**src/rtl/regfile_pkg.sv**
```systemverilog
// ============================================================================
// regfile_pkg : shared defaults and rename-entry type for the renamed register file
// Rev 1.0
// ============================================================================
`default_nettype none

package regfile_pkg;

    localparam int DEF_XLEN  = 32;
    localparam int DEF_AW    = 5;
    localparam int DEF_TAG_W = 4;
    localparam int ZERO_REG  = 0;

    typedef struct packed {
        logic                 busy;
        logic [DEF_TAG_W-1:0] tag;
    } rename_entry_t;

endpackage : regfile_pkg

`default_nettype wire

```
**src/rtl/regfile_read_port.sv**
```systemverilog
// ============================================================================
// regfile_read_port : one read mux with x0 override; optional commit bypass
// (REGFILE_COMMIT_BYPASS_EN). Rev 1.0
// ============================================================================
`default_nettype none

module regfile_read_port
    import regfile_pkg::*;
#(
    parameter int XLEN  = DEF_XLEN,
    parameter int NREG  = 32,
    parameter int AW    = DEF_AW,
    parameter int TAG_W = DEF_TAG_W
) (
    input  logic [AW-1:0]                i_addr,
    input  logic [NREG-1:0][XLEN-1:0]    i_data,
    input  logic [NREG-1:0]              i_busy,
    input  logic [NREG-1:0][TAG_W-1:0]   i_tag,
`ifdef REGFILE_COMMIT_BYPASS_EN
    input  logic                         i_rdy,
    input  logic                         i_cmt_en,
    input  logic [AW-1:0]                i_cmt_addr,
    input  logic [TAG_W-1:0]             i_cmt_tag,
    input  logic [XLEN-1:0]              i_cmt_data,
`endif
    output logic [XLEN-1:0]              o_data,
    output logic                         o_busy,
    output logic [TAG_W-1:0]             o_tag
);

    logic [XLEN-1:0]  w_data;
    logic             w_busy;
    logic [TAG_W-1:0] w_tag;
    logic             w_is_zero;

    assign w_is_zero = (i_addr == AW'(ZERO_REG));

    always_comb begin
        w_data = i_data[i_addr];
        w_busy = i_busy[i_addr];
        w_tag  = i_tag[i_addr];
`ifdef REGFILE_COMMIT_BYPASS_EN
        // Data always forwards; busy only drops if this commit owns the rename.
        if (i_rdy && i_cmt_en && !w_is_zero && (i_cmt_addr == i_addr)) begin
            w_data = i_cmt_data;
            if (w_busy && (w_tag == i_cmt_tag)) begin
                w_busy = 1'b0;
            end
        end
`endif
        if (w_is_zero) begin
            w_data = '0;
            w_busy = 1'b0;
            w_tag  = '0;
        end
    end

    assign o_data = w_data;
    assign o_busy = w_busy;
    assign o_tag  = w_tag;

endmodule : regfile_read_port

`default_nettype wire

```
**src/rtl/renamed_reg_file.sv**
```systemverilog
// ============================================================================
// renamed_reg_file : architectural register file with busy/ROB-tag rename state,
// NRD read ports, one issue and one commit port. Optional REGFILE_COMMIT_BYPASS_EN.
// Rev 1.0
// ============================================================================
`default_nettype none

module renamed_reg_file
    import regfile_pkg::*;
#(
    parameter int XLEN  = DEF_XLEN,
    parameter int NREG  = 32,
    parameter int AW    = DEF_AW,
    parameter int TAG_W = DEF_TAG_W,
    parameter int NRD   = 2
) (
    input  logic                  clk,
    input  logic                  rst,
    input  logic                  rdy,
    input  logic [NRD*AW-1:0]     rd_addr,
    output logic [NRD*XLEN-1:0]   rd_data,
    output logic [NRD-1:0]        rd_busy,
    output logic [NRD*TAG_W-1:0]  rd_tag,
    input  logic                  iss_en,
    input  logic [AW-1:0]         iss_addr,
    input  logic [TAG_W-1:0]      iss_tag,
    input  logic                  cmt_en,
    input  logic [AW-1:0]         cmt_addr,
    input  logic [TAG_W-1:0]      cmt_tag,
    input  logic [XLEN-1:0]       cmt_data,
    input  logic                  flush,
    output logic [AW:0]           busy_cnt
);

    logic [NREG-1:0][XLEN-1:0]  r_data;
    logic [NREG-1:0]            r_busy;
    logic [NREG-1:0][TAG_W-1:0] r_tag;
    logic [AW:0]                r_busy_cnt;

    logic                       w_cmt_wr;
    logic                       w_iss_wr;
    logic [NREG-1:0]            w_busy_nxt;
    logic [NREG-1:0][TAG_W-1:0] w_tag_nxt;
    logic [AW:0]                w_busy_cnt_nxt;

    assign w_cmt_wr = cmt_en && (cmt_addr != AW'(ZERO_REG));
    assign w_iss_wr = iss_en && (iss_addr != AW'(ZERO_REG)) && !flush;

    // Issue is applied after commit so a same-cycle rename always wins busy/tag.
    always_comb begin
        w_busy_nxt = r_busy;
        w_tag_nxt  = r_tag;
        if (flush) begin
            w_busy_nxt = '0;
        end else begin
            if (w_cmt_wr && r_busy[cmt_addr] && (r_tag[cmt_addr] == cmt_tag)) begin
                w_busy_nxt[cmt_addr] = 1'b0;
            end
            if (w_iss_wr) begin
                w_busy_nxt[iss_addr] = 1'b1;
                w_tag_nxt[iss_addr]  = iss_tag;
            end
        end
        w_busy_nxt[ZERO_REG] = 1'b0;
    end

    always_comb begin
        w_busy_cnt_nxt = '0;
        for (int i = 1; i < NREG; i++) begin
            w_busy_cnt_nxt = w_busy_cnt_nxt + (AW+1)'(w_busy_nxt[i]);
        end
    end

    always_ff @(posedge clk or posedge rst) begin
        if (rst) begin
            r_data     <= '0;
            r_busy     <= '0;
            r_tag      <= '0;
            r_busy_cnt <= '0;
        end else if (rdy) begin
            if (w_cmt_wr) begin
                r_data[cmt_addr] <= cmt_data;
            end
            r_busy     <= w_busy_nxt;
            r_tag      <= w_tag_nxt;
            r_busy_cnt <= w_busy_cnt_nxt;
        end
    end

    assign busy_cnt = r_busy_cnt;

    generate
        for (genvar k = 0; k < NRD; k++) begin : g_rd_port
            regfile_read_port #(
                .XLEN  (XLEN),
                .NREG  (NREG),
                .AW    (AW),
                .TAG_W (TAG_W)
            ) u_rd_port (
                .i_addr     (rd_addr[k*AW +: AW]),
                .i_data     (r_data),
                .i_busy     (r_busy),
                .i_tag      (r_tag),
`ifdef REGFILE_COMMIT_BYPASS_EN
                .i_rdy      (rdy),
                .i_cmt_en   (cmt_en),
                .i_cmt_addr (cmt_addr),
                .i_cmt_tag  (cmt_tag),
                .i_cmt_data (cmt_data),
`endif
                .o_data     (rd_data[k*XLEN +: XLEN]),
                .o_busy     (rd_busy[k]),
                .o_tag      (rd_tag[k*TAG_W +: TAG_W])
            );
        end
    endgenerate

endmodule : renamed_reg_file

`default_nettype wire

```
**config.mk**
```make
export PLATFORM = sky130hd
export DESIGN_NAME = renamed_reg_file
export DESIGN_NICKNAME = d
export VERILOG_FILES = /design/src/rtl/regfile_pkg.sv /design/src/rtl/regfile_read_port.sv /design/src/rtl/renamed_reg_file.sv
export SDC_FILE = /design/constraint.sdc
export NUM_CORES = 2
export LEC_CHECK = 0
export BUFFER_PORTS_ARGS = -buffer_cell sky130_fd_sc_hd__buf_4
export CAP_MARGIN = 15
export CORE_MARGIN = 2
export CORE_UTILIZATION = 64
export DETAILED_ROUTE_END_ITERATION = 16
export GPL_TIMING_DRIVEN = 0
export PLACE_DENSITY_LB_ADDON = 0.12
export SYNTH_ARGS = -nofsm -noshare
export SYNTH_HDL_FRONTEND = slang
export SYNTH_SLANG_ARGS = --single-unit
```
**constraint.sdc**
```tcl
create_clock -name clk -period 38.2 [get_ports clk]
set_input_delay 1.91 -clock clk [delete_from_list [all_inputs] [get_ports clk]]
set_output_delay 1.91 -clock clk [all_outputs]
set_load 0.01 [all_outputs]
```
==> run_results.csv <==
group,metric,value,unit
flow_run,drv_cap,0,
grt,grt_max_degree,132,
routing,drt_iter0_drc,6061,
clock_network,worstSkewPairLatency,0.77,ns
setup_path,path_class,"in -> reg",
place,numPortBuffers,137,
synthesis,synth_ff_type,"dfrtp_1",
synthesis,ys.warnings.count,0,
timing,slew_headroom,0.07378,
timing,setup_tns,0,ns
synthesis,syn_area_per_cell,15.66,sq um
timing,hold_viol,0,
timing,rsz0062_at_grt,"false",
grt,antenna_found_initial,9,
timing,finalCriticalPeriod,9.836,ns
power_and_ir_drop,ir_drop,0.00004392,V
grt,grt-ovfl-total,0,
clock_network,cts-resized-gates,0,
routing,wl,227700,um
finish,nets,4660,
outcome,status,"completed",
synthesis,ys_ff_latch,1189,
synthesis,yosys.area.top_type,"dfrtp_1",
synthesis,yosysSeqAreaShare,0.4537,
timing,tightest_slew,1.389,ns
grt,groute.usage.overall,0.4443,
routing,first_pass_iters,6,
clock_network,cts_buffers,132,
place,place_ws,27.86,ns
power_and_ir_drop,power,3.521,mW
clock_network,clockBufferDepth,3,
synthesis,synth_area,65580,sq um
finish,nFillCells,6394,
finish,final_common_cell,"dfrtp_1",
timing,drv_slew,0,
routing,via_per_inst,7.534,
place,gp_congestion,0.9958,
clock_network,cts-htree-levels,4,
setup_path,cp-start-kind,"input pin",
routing,wl_per_cell,37.71,um
clock_network,cts_root_buf,"clkbuf_16",
finish,drive_gt1_frac,0.5070,
synthesis,synth_fp_nets,4283,
finish,area_growth,13.65,%
power_and_ir_drop,p_per_area,47.24,nW/um^2
place,hpwlAfterDp,158100,um
synthesis,yosysUniqueCellTypes,62,
clock_network,cts_hold_buf,0,
worst_hold_path,worstHoldPathType,"reg -> reg",
die,dieHeight,324.1,um
synthesis,synth_edf_count,0,
timing,setup_ws,28.36,ns
timing,period_share,0.2575,
finish,layout_common_cells,"dfrtp_1 (1189), mux2_2 (1123), mux4_2 (745), clkbuf_1 (371), buf_4 (144)",
routing,vias,45483,
die,rows,117,
power_and_ir_drop,p_leak,32.86,nW
clock_network,cts_tree,"yes",
synthesis,synthCells,4187,
clock_network,clk_pin_slew,0.06,ns
timing,finClkSkew,0.02561,ns
die,io_pins,146,
grt,grt_pass1_vias,45587,
routing,drc,0,
setup_path,endpoint_kind,"flop",
setup_path,crit_required,38.84,ns
die,die_area,105000,sq um
die,start_util,0.6446,
die,die_width,324.1,um
setup_path,arrival,10.48,ns
clock_network,cts_sinks,1189,
setup_path,cp_max_fo,10,
die,design.core.area,101700,sq um
synthesis,async_reset_ff_frac,1.000,
routing,ant_nets,0,
timing,setup_viol,0,
grt,grt_first_pass_wirelength,324300,um
synthesis,yosys-top-cells-area,"dfrtp_1 (45%), mux4_2 (26%), mux2_2 (19%)",
clock_network,cts_setup_buffers,0,
timing,max_freq,0.1017,GHz
synthesis,post-synth-top-area-fraction,0.4537,
## metal layers
metal  vias up  wire, um  track usage
li1      17068         -            -
met1     24156     82630       0.5922
met2      3401    100100       0.6259
met3       848     30390       0.1773
met4        10     14320       0.2474
met5         -       211      0.01713
## cell families after synthesis
| family | count (synthesis) | share of synthesized area |
|---|---|---|
| muxes | 2005 | 0.4696 |
| DFF | 1189 | 0.4537 |
| buffers and inverters | 500 | 0.02971 |
| and+or+nand+nor | 295 | 0.02223 |
| AOI/OAI and AO/OA | 165 | 0.01604 |
| adders and majority gates | 30 | 0.008356 |
| xor gates and xnor gates | 3 | 0.0004007 |
## power breakdown
part	leakage [nW]	switching, mW	internal [mW]
sequential	15.9	0.122	1.41
clock	2.18	0.535	0.783
combinational	14.8	0.298	0.369
total	32.9	0.956	2.57
## sequential cells by signal, summed over array words and instances, names as in the netlist
name      cells
r_busy       31
r_tag       128
r_data     1024
busy_cnt      6
## through the flow
step | util | area [sq um] | hold WS, ns | cells
detailed placement | 0.6839 | 69580 | 0.4635 | 5765
CTS | 0.7276 | 74020 | 0.4799 | 5998
global route | 0.7324 | 74520 | 0.5003 | 6032
global placement | 0.6715 | 68320 | 0.4514 | 5692
finish | 0.7326 | 74530 | 0.4795 | 6037
floorplan | - | 65580 | 0.4413 | 4187
## synth_stat cells (all sizes together), types with 4 or more instances
library cell / count
buf: 117
a31oi: 5
o311ai: 11
a211o: 5
a21oi: 42
mux2i: 137
nor4: 9
o21ai: 33
nand4bb: 5
a22oi: 5
mux4: 745
clkbuf: 346
a21o: 4
inv: 36
ha: 7
nand4: 15
o31a: 5
nand3: 17
fa: 23
or3b: 4
or4: 4
and3b: 4
or4b: 4
dfrtp: 1189
and3: 8
mux2: 1123
nand2: 50
nor3b: 4
a32oi: 5
nor3: 6
nand4b: 6
nor2: 145
o41ai: 5
nand3b: 4
o22ai: 35
## cell type report
| cell class | count | area [sq um] | area share |
|---|---|---|---|
| sequential | 1189 | 29750 | 0.3992 |
| inverter | 37 | 146.4 | 0.001964 |
| tap | 1368 | 1712 | 0.02296 |
| buffer | 463 | 1827 | 0.02451 |
| clock buffer | 207 | 4139 | 0.05553 |
| multi-input combinational | 2498 | 33890 | 0.4547 |
| antenna | 6 | 15.01 | 0.0002014 |
| timing repair buffer | 243 | 2749 | 0.03688 |
| clock inverter | 26 | 304.0 | 0.004079 |
## final timing paths
| kind | start | to | cells past startpoint | slack [ns] |
|---|---|---|---|---|
| setup / recovery | cmt_addr[1] | busy_cnt[4] | 28 | 28.36 |
| hold / removal | r_data[4] | r_data[4] | 1 | 0.48 |
| setup reg to reg | r_tag[75] | busy_cnt[4] | 24 | 30.13 |
| hold reg to reg | r_data[4] | r_data[4] | 1 | 0.48 |
| max in group asynchronous | rst | r_data[646] | 6 | 34.36 |
| min in group asynchronous | rst | r_data[345] | 2 | 1.27 |
## critical path, stage by stage
cell and delay [ns]:
buf_2 0.20, buf_6 0.24, buf_6 0.20, clkbuf_1 0.61, mux2i_1 0.31, o22ai_1 0.11, nor4_1 0.61, a21o_1 0.25
clkbuf_1 0.43, nand4_1 0.16, o311ai_0 0.61, o21ai_0 0.25, fa_1 0.54, inv_1 0.05, fa_1 0.45, fa_1 0.52
fa_1 0.43, fa_1 0.52, inv_1 0.06, fa_1 0.44, inv_1 0.08, fa_1 0.22, inv_1 0.09, fa_1 0.45
a21o_1 0.19, a21oi_1 0.17, xnor2_1 0.08, mux2_2 0.25
Note: power is estimated with default switching activity, not from simulation.
